==> src/rtl/adder_pkg.sv <==
// ---------------------------------------------------------------------------
// adder_pkg
// Shared constants and the pipeline record for pipelined_cla_adder.
//   DEF_WIDTH / DEF_CHUNK : default operand width and bits resolved per stage
//   MAX_WIDTH             : widest operand the record can carry
//   stage_t               : one pipeline slot (valid, carry, operands, sum)
// ---------------------------------------------------------------------------
package adder_pkg;

    localparam int DEF_WIDTH = 32;
    localparam int DEF_CHUNK = 8;
    localparam int MAX_WIDTH = 64;

    // Operands travel with the slot so that the upper chunks reach the
    // stage that resolves them in step with their carry; the partial sum
    // fills in one chunk per stage, so finished low chunks stay aligned
    // with the rest of the transaction.
    typedef struct packed {
        logic                 valid;
        logic                 carry;
        logic [MAX_WIDTH-1:0] opa;
        logic [MAX_WIDTH-1:0] opb;
        logic [MAX_WIDTH-1:0] psum;
    } stage_t;

endpackage

==> src/rtl/pipelined_cla_adder_cla_chunk.sv <==
// ---------------------------------------------------------------------------
// cla_chunk
// Purely combinational carry-lookahead adder for one CHUNK-bit slice.
//   a, b : slice operands
//   ci   : carry into bit 0 of the slice
//   s    : slice sum
//   co   : carry out of the top bit of the slice
// ---------------------------------------------------------------------------
module cla_chunk #(
    parameter int CHUNK = 8
) (
    input  logic [CHUNK-1:0] a,
    input  logic [CHUNK-1:0] b,
    input  logic             ci,
    output logic [CHUNK-1:0] s,
    output logic             co
);

    logic [CHUNK-1:0] g;
    logic [CHUNK-1:0] p;
    logic [CHUNK:0]   c;

    assign g = a & b;
    assign p = a ^ b;

    // Every carry is expanded as a flat sum of products of generate and
    // propagate terms, so no carry depends on the carry below it:
    // c[i+1] = g[i] | p[i]g[i-1] | ... | p[i..0]ci.
    always_comb begin
        logic acc;
        logic run;
        acc  = 1'b0;
        run  = 1'b1;
        c    = '0;
        c[0] = ci;
        for (int i = 0; i < CHUNK; i++) begin
            acc = 1'b0;
            run = 1'b1;
            for (int j = i; j >= 0; j--) begin
                acc = acc | (g[j] & run);
                run = run & p[j];
            end
            c[i+1] = acc | (run & ci);
        end
    end

    assign s  = p ^ c[CHUNK-1:0];
    assign co = c[CHUNK];

endmodule

==> src/rtl/pipelined_cla_adder.sv <==
// ---------------------------------------------------------------------------
// pipelined_cla_adder
// WIDTH-bit adder/subtractor split into WIDTH/CHUNK carry-lookahead stages,
// one chunk per stage, with a valid/ready handshake and a full-pipeline
// stall when the output is held.
//   clk, rst           : clock (rising edge), async active-high reset
//   in_valid, in_ready : input handshake
//   A, B, cin, sub     : operands; sub=1 gives A-B, sub=0 gives A+B+cin
//   out_valid,out_ready: output handshake
//   S, cout            : result and carry out (cout=1 means no borrow on sub)
//   ovf                : signed overflow, only with PIPELINED_CLA_ADDER_OVF_EN
// Result appears WIDTH/CHUNK cycles after acceptance when not stalled.
// ---------------------------------------------------------------------------
module pipelined_cla_adder
    import adder_pkg::*;
#(
    parameter int WIDTH = DEF_WIDTH,
    parameter int CHUNK = DEF_CHUNK
) (
    input  logic             clk,
    input  logic             rst,
    input  logic             in_valid,
    output logic             in_ready,
    input  logic [WIDTH-1:0] A,
    input  logic [WIDTH-1:0] B,
    input  logic             cin,
    input  logic             sub,
    output logic             out_valid,
    input  logic             out_ready,
    output logic [WIDTH-1:0] S,
`ifdef PIPELINED_CLA_ADDER_OVF_EN
    output logic             ovf,
`endif
    output logic             cout
);

    localparam int NST = (CHUNK >= 1) ? (WIDTH / CHUNK) : 1;

    if (CHUNK < 1 || (WIDTH % CHUNK) != 0 || WIDTH > MAX_WIDTH || WIDTH < 1) begin : g_bad_params
        $error("pipelined_cla_adder: WIDTH must be a multiple of CHUNK, CHUNK >= 1, WIDTH <= MAX_WIDTH");
    end

    stage_t pipe [NST];
    stage_t nxt  [NST];
    stage_t last;
    logic   stall;
    logic   unused_last;

    // A held result freezes every stage, so the input side must refuse
    // new work in exactly those cycles.
    assign stall    = out_valid & ~out_ready;
    assign in_ready = ~stall;

    for (genvar k = 0; k < NST; k++) begin : g_stage
        stage_t               src;
        logic [CHUNK-1:0]     s_k;
        logic                 c_k;
        logic [MAX_WIDTH-1:0] merged;

        if (k == 0) begin : g_head
            // Subtraction is A + ~B + 1, so B is inverted once here and the
            // forced carry-in supplies the +1; cin only matters for add.
            assign src = {in_valid,
                          sub | cin,
                          MAX_WIDTH'(A),
                          MAX_WIDTH'(sub ? ~B : B),
                          {MAX_WIDTH{1'b0}}};
        end else begin : g_body
            assign src = pipe[k-1];
        end

        cla_chunk #(
            .CHUNK (CHUNK)
        ) u_cla (
            .a  (src.opa[k*CHUNK +: CHUNK]),
            .b  (src.opb[k*CHUNK +: CHUNK]),
            .ci (src.carry),
            .s  (s_k),
            .co (c_k)
        );

        // Drop this stage's chunk into the travelling partial sum; chunks
        // below it were written by earlier stages of the same slot.
        always_comb begin
            merged                    = src.psum;
            merged[k*CHUNK +: CHUNK]  = s_k;
        end

        assign nxt[k] = {src.valid, c_k, src.opa, src.opb, merged};
    end

    // All stage registers advance together or hold together; bubbles move
    // through as slots with valid cleared.
    always_ff @(posedge clk or posedge rst) begin
        if (rst) begin
            for (int k = 0; k < NST; k++) begin
                pipe[k] <= '0;
            end
        end else if (!stall) begin
            for (int k = 0; k < NST; k++) begin
                pipe[k] <= nxt[k];
            end
        end
    end

    assign last = pipe[NST-1];

    // The output register adds the final cycle of latency and is the thing
    // the consumer sees held during a stall.
    always_ff @(posedge clk or posedge rst) begin
        if (rst) begin
            out_valid <= 1'b0;
            S         <= '0;
            cout      <= 1'b0;
`ifdef PIPELINED_CLA_ADDER_OVF_EN
            ovf       <= 1'b0;
`endif
        end else if (!stall) begin
            out_valid <= last.valid;
            S         <= last.psum[WIDTH-1:0];
            cout      <= last.carry;
`ifdef PIPELINED_CLA_ADDER_OVF_EN
            // Carry into the MSB is recovered from the MSB sum bit and its
            // operands, so the chunk adder needs no extra output.
            ovf       <= last.carry ^ (last.opa[WIDTH-1] ^ last.opb[WIDTH-1] ^ last.psum[WIDTH-1]);
`endif
        end
    end

    assign unused_last = ^{last.opa, last.opb, last.psum};

endmodule
==> config.mk <==
export PLATFORM = sky130hd
export DESIGN_NAME = pipelined_cla_adder
export DESIGN_NICKNAME = d
export VERILOG_FILES = /design/src/rtl/adder_pkg.sv /design/src/rtl/pipelined_cla_adder_cla_chunk.sv /design/src/rtl/pipelined_cla_adder.sv
export SDC_FILE = /design/constraint.sdc
export NUM_CORES = 1
export LEC_CHECK = 0
export BUFFER_PORTS_ARGS = -buffer_cell sky130_fd_sc_hd__buf_2
export CELL_PAD_IN_SITES_DETAIL_PLACEMENT = 1
export CELL_PAD_IN_SITES_GLOBAL_PLACEMENT = 2
export CORE_MARGIN = 2
export CORE_UTILIZATION = 33
export CTS_CLUSTER_DIAMETER = 150
export DETAILED_ROUTE_END_ITERATION = 10
export GPL_TIMING_DRIVEN = 0
export PLACE_DENSITY_LB_ADDON = 0.3
export SLEW_MARGIN = 20
export SYNTH_ARGS = -nofsm -noshare
export SYNTH_HDL_FRONTEND = slang
export SYNTH_SLANG_ARGS = --single-unit
export TNS_END_PERCENT = 50
==> constraint.sdc <==
create_clock -name clk -period 6.9 [get_ports clk]
set_input_delay 0.69 -clock clk [delete_from_list [all_inputs] [get_ports clk]]
set_output_delay 0.69 -clock clk [all_outputs]
set_load 0.1 [all_outputs]
==> metrics <==
outcome=completed; Worst Path Max Fanout=10; Clock Skews=8.417 ps; initial core utilization=0.3330; Tightest Pin Transition=820.0 ps; ys flop type=dfrtp_1; Yosys cell types=43; Num CTS Buffers=26; Syn Area/Cell=9.071 um^2; Peak supply drop=0.0002110 V; ANT cells=0; worst endpoint required time=6210 ps; Core ar.=28550 um^2; H-tree levels=1; DRC errors left=0; crit share post-route=0.5415; detailed placement HPWL=18120 um; initial antenna violation count=0; area grow syn2layout=20.79%; initial drt markers=321; worst skew pair latency=530 ps; endpoints failing hold=0; postcts setup bufs=0; ys async rst share=1.000; die width=173.7 um; clk buf depth=3; Total GRT Usage=0.1683; sequential area share after synthesis=0.5738; post-layout net count=1287; count of pins over their slew limit=0; Synth Cell Area=9507 um^2; Crit Path Class=register to primary output; DR vias/cell=4.551; Placer Congestion=0.8311; setup TNS=0 ps; root buffer cell=clkbuf_16; crit-path most repeated cell=buf_2; clock slew at reported path FFs=60 ps; Vias=7213; share of cells above drive strength 1=0.1291; Leak=0.005814 uW; die height=173.7 um; Max-slew headroom=0.4534; cts repair resizes=0; Pre-antenna DRT Iters=4; HP Class=primary input to async pin; CTS Hold Bufs=0; CP Capture Type=primary output; vias in the first global route=7508; routed wire length=24710 um; EDFF count, synth=0; # port buffers=103; WL/cell=15.59 um; area of placed instances=10570 um^2; RSZ-0062 raised after global routing=no; CP arrival=3050 ps; maximum clock frequency=267.6 MHz; largest net degree at the start of global routing=84; critical path cell sequence=nor2b_1, buf_2, inv_2, clkbuf_1, buf_1, buf_2; CTS sink count=218; CTS tree=yes; final setup fails=0; Antenna Nets Post-Route=0; Rows=62; CP Launch Type=register; flops & latches, synth=218; first-pass GRT wire length=40710 um; Min Clock Period, post-route=3737 ps; P per Cell Area=541.5 nW/um^2; YS warnings=0; slowest CP cell=buf_2; maxcap violations=0; DIE AREA=30180 um^2; slowest cell delay on critical path=540 ps; number of cells produced by synthesis=1048; Post-Layout Inst Area=11480 um^2; Syn Nets=1154; num ports=105; FILL cells=3404; total grt overflow=0
==> registers in the layout, summed over array words and instances (netlist names) <==
register        cells
S                  32
out_valid           1
cout                1
g_stage.src       102
last               34
g_stage.merged     48
==> power breakdown <==
group          switching [uW]  internal, uW  total [uW]  leakage, uW
Clock                     534           911        1450     0.000455
Combinational            1800           736        2540      0.00274
Sequential                371          1870        2240      0.00262
Total                    2710          3510        6220      0.00581
==> layout make-up <==
class                   instances  area (um^2)  area share
clock inverters                 7        110.1    0.009588
clock buffers                  41        808.3     0.07039
flip-flops and latches        218         5455      0.4750
multi-input cells             773         3834      0.3338
inverters                       5        26.28    0.002288
well taps                     384        480.5     0.04184
repair buffers                105        570.5     0.04968
plain buffers                  52        198.9     0.01732
==> synthesized netlist by cell type (3+ instances only) <==
cell	instances	share of area
nand4b_1	5	0.0046
dfrtp_1	218	0.57
o21a_1	4	0.0032
a31oi_1	5	0.0033
clkbuf_1	43	0.017
o21ai_0	39	0.021
nor3_1	5	0.0026
fa_1	4	0.0084
nand2b_1	4	0.0026
nand2_1	516	0.20
a21o_1	8	0.0063
a21oi_1	31	0.016
nor2_1	29	0.011
nor2b_1	4	0.0026
buf_2	3	0.0016
ha_1	32	0.042
inv_1	4	0.0016
xnor2_1	33	0.030
xor2_1	20	0.018
a211oi_1	4	0.0032
buf_1	6	0.0024
nor3b_1	3	0.0024
==> cell families after synthesis <==
logic type,count (synthesis),share of synthesized area
DFF,218,0.5738
and+or+nand+nor,578,0.2389
adders and majority gates,36,0.05054
AOI/OAI and AO/OA,106,0.06502
buffers and inverters,57,0.02290
xor gates and xnor gates,53,0.04883
==> path summary, 6_finish.rpt <==
path / start / endpoint / slack [ps] / depth (start not counted)
max: out_valid / in_ready / 3160 / 6
max reg2reg: out_valid / S[6] / 4520 / 7
min: rst / g_stage[3].merged[15] / 240 / 2
min in group clk: A[24] / g_stage[1].src[152] / 360 / 3
min reg2reg: S[20] / S[20] / 460 / 2
max in group asynchronous: rst / g_stage[3].src[91] / 5840 / 3
==> per-stage QoR <==
stage | total power [uW] | hold WS [ps] | util | setup slack, ps | cells
2_1_floorplan | 4135 | 430.0 | - | 245.6 | 1048
3_3_place_gp | 4771 | 444.3 | 0.3679 | -2539 | 1535
3_5_place_dp | 4833 | 451.3 | 0.3701 | 3354 | 1537
4_1_cts | 6316 | 256.1 | 0.4023 | 3082 | 1585
5_1_grt | 6694 | 297.9 | 0.4023 | 2977 | 1585
6_report | 6218 | 243.2 | 0.4023 | 3163 | 1585
==> routing by layer <==
| metal | track usage | wire length, um | part of all wire |
|---|---|---|---|
| met5 | 0 | 0 | 0 |
| met4 | 0.04307 | 492 | 0.020 |
| met3 | 0.02039 | 929 | 0.038 |
| met2 | 0.2829 | 11740 | 0.48 |
| met1 | 0.2313 | 11540 | 0.47 |
==> placed cells by master (no fill, tap or decap), drive strengths merged, types with 5 or more instances in the layout <==
| cell type | Yosys | final |
|---|---|---|
| nand2 | 516 | 516 |
| dfrtp | 218 | 218 |
| buf | 9 | 114 |
| clkbuf | 43 | 84 |
| o21ai | 41 | 41 |
| xnor2 | 33 | 33 |
| ha | 32 | 32 |
| a21oi | 31 | 31 |
| nor2 | 29 | 29 |
| xor2 | 20 | 20 |
| a21o | 8 | 8 |
| nor3 | 5 | 5 |
| a31oi | 5 | 5 |
| nand4b | 5 | 5 |
| inv | 5 | 5 |
==> critical path, delay by kind of cell, from the launching register on <==
family / cells / cell delay (ps)
buffers and inverters: 5 / 1960
and+or+nand+nor: 1 / 180
DFF: 1 / 370
Power figures use the tool's default switching activity.
